### config.mk
export PLATFORM = sky130hd
export DESIGN_NAME = fpu_dispatch
export DESIGN_NICKNAME = d
export VERILOG_FILES = /design/src/rtl/fpu_dispatch_pkg.sv /design/src/rtl/fpu_dispatch_dest.sv /design/src/rtl/fpu_dispatch.sv
export SDC_FILE = /design/constraint.sdc
export NUM_CORES = 1
export LEC_CHECK = 0
export CORE_AREA = 5 5 152 154
export DETAILED_ROUTE_END_ITERATION = 10
export DIE_AREA = 0 0 157 159
export PLACE_DENSITY = 0.77
export SLEW_MARGIN = 20
export SYNTH_ARGS = -nofsm -noshare
export SYNTH_HDL_FRONTEND = slang
export SYNTH_SLANG_ARGS = --single-unit
### constraint.sdc
create_clock -name clk -period 2.5 [get_ports clk]
set_input_delay 0.5 -clock clk [delete_from_list [all_inputs] [get_ports clk]]
set_output_delay 0.5 -clock clk [all_outputs]
set_load 0.01 [all_outputs]
### src/rtl/fpu_dispatch_pkg.sv
// Types shared by the FP dispatch stage and its
// destination decoder.
package fpu_dispatch_pkg;

   typedef enum logic [1:0] {
      IDLE,
      ISSUE,
      WAIT,
      WB
   } fpu_dispatch_state_t;

   typedef enum logic [1:0] {
      FREG = 2'd0,
      IREG = 2'd1,
      MEM  = 2'd2
   } fpu_wb_dest_t;

   typedef struct packed {
      logic fadd;
      logic fsub;
      logic fmul;
      logic fdiv;
      logic fsqrt;
      logic fsgnj;
      logic fsgnjn;
      logic fsgnjx;
      logic fcvtsw;
      logic fmvwx;
      logic fcvtws;
      logic fmvxw;
      logic feq;
      logic fle;
      logic flw;
      logic fsw;
   } fp_flags_t;

   typedef struct packed {
      fp_flags_t   flags;
      logic [4:0]  rd;
      logic [11:0] imm;
   } instructions;

   typedef struct packed {
      logic [31:0] rs1;
      logic [31:0] rs2;
   } regvpair;

endpackage

### src/rtl/fpu_dispatch_dest.sv
// Maps a decoded FP instruction to its writeback
// target; shared with the hazard logic.
module fpu_dest_decode
   import fpu_dispatch_pkg::*;
(
   input  instructions  instr,
   output fpu_wb_dest_t dest,
   output logic         legal
);

   logic to_freg;
   logic to_ireg;
   logic to_mem;

   always_comb begin
      to_freg = instr.flags.fadd
              | instr.flags.fsub
              | instr.flags.fmul
              | instr.flags.fdiv
              | instr.flags.fsqrt
              | instr.flags.fsgnj
              | instr.flags.fsgnjn
              | instr.flags.fsgnjx
              | instr.flags.fcvtsw
              | instr.flags.fmvwx;
      to_ireg = instr.flags.fcvtws
              | instr.flags.fmvxw
              | instr.flags.feq
              | instr.flags.fle;
      to_mem  = instr.flags.flw
              | instr.flags.fsw;
      legal   = to_freg | to_ireg | to_mem;
      dest    = FREG;
      priority case (1'b1)
         to_freg: dest = FREG;
         to_ireg: dest = IREG;
         to_mem:  dest = MEM;
         default: dest = FREG;
      endcase
   end

endmodule

### src/rtl/fpu_dispatch.sv
// Dispatch stage in front of the FPU: capture, issue,
// wait for completion and hand the result downstream.
module fpu_dispatch
   import fpu_dispatch_pkg::*;
#(
   parameter int TIMEOUT_CYCLES = 16,
   parameter int CNT_W          = 5
) (
   input  logic        clk,
   input  logic        rstn,
   input  logic        req_valid,
   output logic        req_ready,
   input  instructions req_instr,
   input  regvpair     req_register,
   input  regvpair     req_fregister,
   output logic        fpu_enabled,
   output instructions fpu_instr,
   output regvpair     fpu_register,
   output regvpair     fpu_fregister,
   input  logic        fpu_completed,
   input  logic [31:0] fpu_result,
   output logic        wb_valid,
   input  logic        wb_ready,
   output logic [1:0]  wb_dest,
   output logic [4:0]  wb_rd,
   output logic [31:0] wb_data,
   output logic        busy,
   output logic        illegal_op,
   output logic        timeout_err
);

   fpu_dispatch_state_t state_q, state_d;
   logic [CNT_W-1:0]    cnt_q, cnt_d;
   instructions         instr_q, instr_d;
   regvpair             reg_q, reg_d;
   regvpair             freg_q, freg_d;
   logic                fpu_en_q, fpu_en_d;
   logic                wb_valid_q, wb_valid_d;
   fpu_wb_dest_t        wb_dest_q, wb_dest_d;
   logic [4:0]          wb_rd_q, wb_rd_d;
   logic [31:0]         wb_data_q, wb_data_d;
   logic                illegal_q, illegal_d;
   logic                timeout_q, timeout_d;

   instructions         dec_in;
   fpu_wb_dest_t        dec_dest;
   logic                dec_legal;

   // WAIT never accepts, so one decoder serves both
   // the legality check and the result tagging.
   assign dec_in = (state_q == WAIT) ? instr_q
                                     : req_instr;

   fpu_dest_decode u_dec (
      .instr (dec_in),
      .dest  (dec_dest),
      .legal (dec_legal)
   );

   always_comb begin
      state_d    = state_q;
      cnt_d      = cnt_q;
      instr_d    = instr_q;
      reg_d      = reg_q;
      freg_d     = freg_q;
      fpu_en_d   = 1'b0;
      wb_valid_d = wb_valid_q;
      wb_dest_d  = wb_dest_q;
      wb_rd_d    = wb_rd_q;
      wb_data_d  = wb_data_q;
      illegal_d  = 1'b0;
      timeout_d  = timeout_q;
      req_ready  = 1'b0;
      unique case (state_q)
         IDLE: begin
            req_ready = 1'b1;
         end
         ISSUE: begin
            cnt_d   = '0;
            state_d = WAIT;
         end
         WAIT: begin
            if (fpu_completed) begin
               wb_data_d  = fpu_result;
               wb_dest_d  = dec_dest;
               wb_rd_d    = instr_q.rd;
               wb_valid_d = 1'b1;
               state_d    = WB;
            end else if (cnt_q ==
                  CNT_W'(TIMEOUT_CYCLES - 1)) begin
               timeout_d = 1'b1;
               state_d   = IDLE;
            end else begin
               cnt_d = cnt_q + 1'b1;
            end
         end
         WB: begin
            if (wb_ready) begin
               req_ready  = 1'b1;
               wb_valid_d = 1'b0;
               state_d    = IDLE;
            end
         end
         default: state_d = IDLE;
      endcase
      if (req_ready && req_valid) begin
         instr_d = req_instr;
         reg_d   = req_register;
         freg_d  = req_fregister;
         if (dec_legal) begin
            fpu_en_d = 1'b1;
            state_d  = ISSUE;
         end else begin
            illegal_d = 1'b1;
            state_d   = IDLE;
         end
      end
   end

   always_ff @(posedge clk or negedge rstn) begin
      if (!rstn) begin
         state_q    <= IDLE;
         cnt_q      <= '0;
         instr_q    <= '0;
         reg_q      <= '0;
         freg_q     <= '0;
         fpu_en_q   <= 1'b0;
         wb_valid_q <= 1'b0;
         wb_dest_q  <= FREG;
         wb_rd_q    <= '0;
         wb_data_q  <= '0;
         illegal_q  <= 1'b0;
         timeout_q  <= 1'b0;
      end else begin
         state_q    <= state_d;
         cnt_q      <= cnt_d;
         instr_q    <= instr_d;
         reg_q      <= reg_d;
         freg_q     <= freg_d;
         fpu_en_q   <= fpu_en_d;
         wb_valid_q <= wb_valid_d;
         wb_dest_q  <= wb_dest_d;
         wb_rd_q    <= wb_rd_d;
         wb_data_q  <= wb_data_d;
         illegal_q  <= illegal_d;
         timeout_q  <= timeout_d;
      end
   end

   assign fpu_enabled   = fpu_en_q;
   assign fpu_instr     = instr_q;
   assign fpu_register  = reg_q;
   assign fpu_fregister = freg_q;
   assign wb_valid      = wb_valid_q;
   assign wb_dest       = wb_dest_q;
   assign wb_rd         = wb_rd_q;
   assign wb_data       = wb_data_q;
   assign busy          = (state_q != IDLE);
   assign illegal_op    = illegal_q;
   assign timeout_err   = timeout_q;

endmodule

==> impl_metrics.csv <==
group,metric,value,unit
global_routing,grt_max_degree,69,
clock_tree,clock_latency,0.50,ns
finish,fin_nets,1128,
die,coreArea,21600,um2
yosys,synth-async-reset-ratio,100,%
global_routing,grt_overflow,0,
worst_setup_path,slowest_delay,0.54,ns
worst_setup_path,critPathLaunchType,"flip-flop",
routing,wl_per_cell,19.9,um
worst_setup_path,cp.buffers_inverters,3,
die,die-area,25000,um2
placed_design,placed_area,12600,um2
worst_setup_path,arrival,1.82,ns
yosys,netlist_area,8200,um2
clock_tree,cts_setup_buffers,0,
clock_tree,h-tree-depth,1,
sta,setup_viol_count_final,0,
clock_tree,clock_sinks,211,
yosys,synth_largest_area_cell,"dfrtp_1",
routing,firstDrtPassIters,4,
global_routing,track_usage,18.4,%
clock_tree,cts_tree,"done",
finish,final_layout_size_suffix_gt1_share,11.6,%
finish,final_cell_mix,"clkdlybuf4s50_1 (401), dfrtp_1 (211), mux2_1 (146)",
clock_tree,clockBufferDepth,3,
worst_setup_path,r2r-end,"wb_dest[0]",
worst_setup_path,worst_path_most_repeated_cell,"inv_1",
pwr,total_power,0.0174,W
die,pin_count,404,
yosys,synth-seq-cells,211,
placed_design,hpwlAfterDp,19.0,mm
outcome,status,"finished, final reports clean",
sta,rsz0062_at_grt,"false",
clock_tree,holdBufCountCts,0,
yosys,syn_nets,706,
clock_tree,cts_made_buffers,24,
global_routing,grt_pass1_vias,6236,
clock_tree,clk_pin_slew_worst_paths,0.05,ns
global_routing,grt_pass1_wl,36.3,mm
yosys,yosysWarningCount,0,
yosys,synthCells,502,
sta,slew_headroom,60.5,%
finish,register_area,5280,um2
finish,final_area,13400,um2
finish,n_antenna_cell,0,
finish,final_common_cell,"clkdlybuf4s50_1",
yosys,synth_top_area_share,64.4,%
yosys,yosysUniqueCellTypes,37,
routing,via_per_inst,4.75,
sta,finalCriticalPeriod,2.32,ns
worst_setup_path,r2r_slack,0.42,ns
sta,fin_setup_tns,0,ns
yosys,synth_edf_count,0,
finish,syn_to_final_growth,63.1,%
routing,drt_iter0_drc,146,
sta,clock-skew-final,0.0160,ns
worst_setup_path,critical_path_class,"flip-flop to output pin",
worst_setup_path,cpLargestDelayFamily,"buffers and inverters",
routing,wl,24.2,mm
worst_setup_path,critPathMaxFanout,4,
sta,slew_violations,0,
worst_setup_path,cp.required,2.00,ns
placed_design,place.port_buffers,403,
pwr,peakVddDrop,0.805,mV
worst_setup_path,crit_chain,"inv_1 -> ha_1 -> inv_1 -> clkdlybuf4s50_1",
sta,max_freq,431,MHz
run,maxCapViolCount,0,
finish,nFillCells,1659,
clock_tree,ctsResizeCount,2,
die,start_util,38.1,%
worst_setup_path,reg2regPathDepth,6,
finish,multiInputGateArea,2690,um2
sta,worst_slack,0.177,ns
worst_setup_path,cp_slowest_cell,"clkdlybuf4s50_1",
sta,fin_crit_sh,92.9,%
yosys,syn_area_per_cell,16.3,um2
die,die_h,159,um
routing,ant_nets,0,
placed_design,gp_congestion,0.813,
routing,vias,5791,
die,die_w,157,um
hold_path,hp-class,"input pin to async pin",
die,row_count,54,
sta,finalHoldViolCount,0,
worst_setup_path,crit_path_end_kind,"output pin",
yosys,synth_flop_cell,"dfrtp_1",
routing,drc_errors,0,
yosys,ys_top_cells_by_area,"dfrtp_1 (64%), mux2_1 (20%), mux2_2 (7.1%)",
worst_setup_path,rr_startpoint,"state_q[0]",
sta,tightest_slew,0.592,ns
global_routing,antenna_found_initial,0,
placed_design,pre_cts_ws,0.135,ns
pwr,power_density,1300,nW/um2
yosys,synth_seq_area_share,64.4,%
clock_tree,cts_root_buffer,"clkbuf_16",
pwr,leakage,5.61,nW
## layout make-up
class                   count  area share [%]
inverters                   6           0.168
clock inverters             4           0.524
well taps                 280            2.62
repair buffers            419            31.7
flip-flops and latches    211            39.5
clock buffers              36            5.43
multi-input cells         262            20.1
## stage by stage
stage | hold slack [ns] | cells | util [%]
2_1_floorplan | 0.204 | 502 | -
3_3_place_gp | 0.457 | 1178 | 58.4
4_1_cts | 0.0122 | 1218 | 62.1
3_5_place_dp | 0.474 | 1178 | 58.4
6_report | 0.00529 | 1218 | 62.1
5_1_grt | 0.0499 | 1218 | 62.1
## routing by layer
layer,global-route usage (%),routed length [um]
met2,33.5,12600
met4,4.97,626
met5,0,0
met1,20.7,8700
met3,5.82,2290
## power by group
group	internal, W	total (W)	switching [W]
registers	0.00516	0.00605	0.000894
clock network	0.00219	0.00350	0.00131
logic	0.00471	0.00782	0.00312
## flip-flops by register name (all words and copies together) (netlist names)
register / cells
fpu_enabled: 1
wb_dest: 2
fpu_fregister: 64
cnt_q: 5
fpu_register: 64
timeout_err: 1
wb_valid: 1
fpu_instr: 33
state_q: 2
wb_data: 32
wb_rd: 5
illegal_op: 1
## worst max path at each step
stage               start  slack (ns)  depth (start not counted)                 to
3_3_place_gp     wb_ready        0.17                          4          req_ready
2_1_floorplan  state_q[0]        0.69                          6   fpu_fregister[0]
6_report       state_q[0]        0.18                          4               busy
5_1_grt        state_q[0]        0.08                          4               busy
4_1_cts        state_q[0]        0.14                          4               busy
3_5_place_dp     wb_ready        0.14                          6  fpu_fregister[47]
## kinds of logic (layout without fill, tap and decap cells)
family	Yosys count	after routing	share of synthesized area [%]
multiplexers	200	200	27.4
adder cells (fa/ha/maj)	6	6	0.915
flip-flops	211	211	64.4
XOR/XNOR	3	3	0.320
buffers and inverters	29	465	2.97
AO/OA/AOI/OAI	23	23	2.06
AND/OR/NAND/NOR	30	30	1.94
## cell usage after synthesis, types with 2 or more instances
library cell	instances
o22ai_1	5
mux2_1	146
ha_1	6
mux2_2	52
a21oi_1	3
xor2_1	2
mux2i_1	2
nand2_1	11
inv_1	5
o21ai_0	4
o31ai_1	2
buf_6	17
nor2_1	6
buf_2	6
nor4_1	3
dfrtp_1	211
No activity file was read; power rests on OpenSTA's default activity.
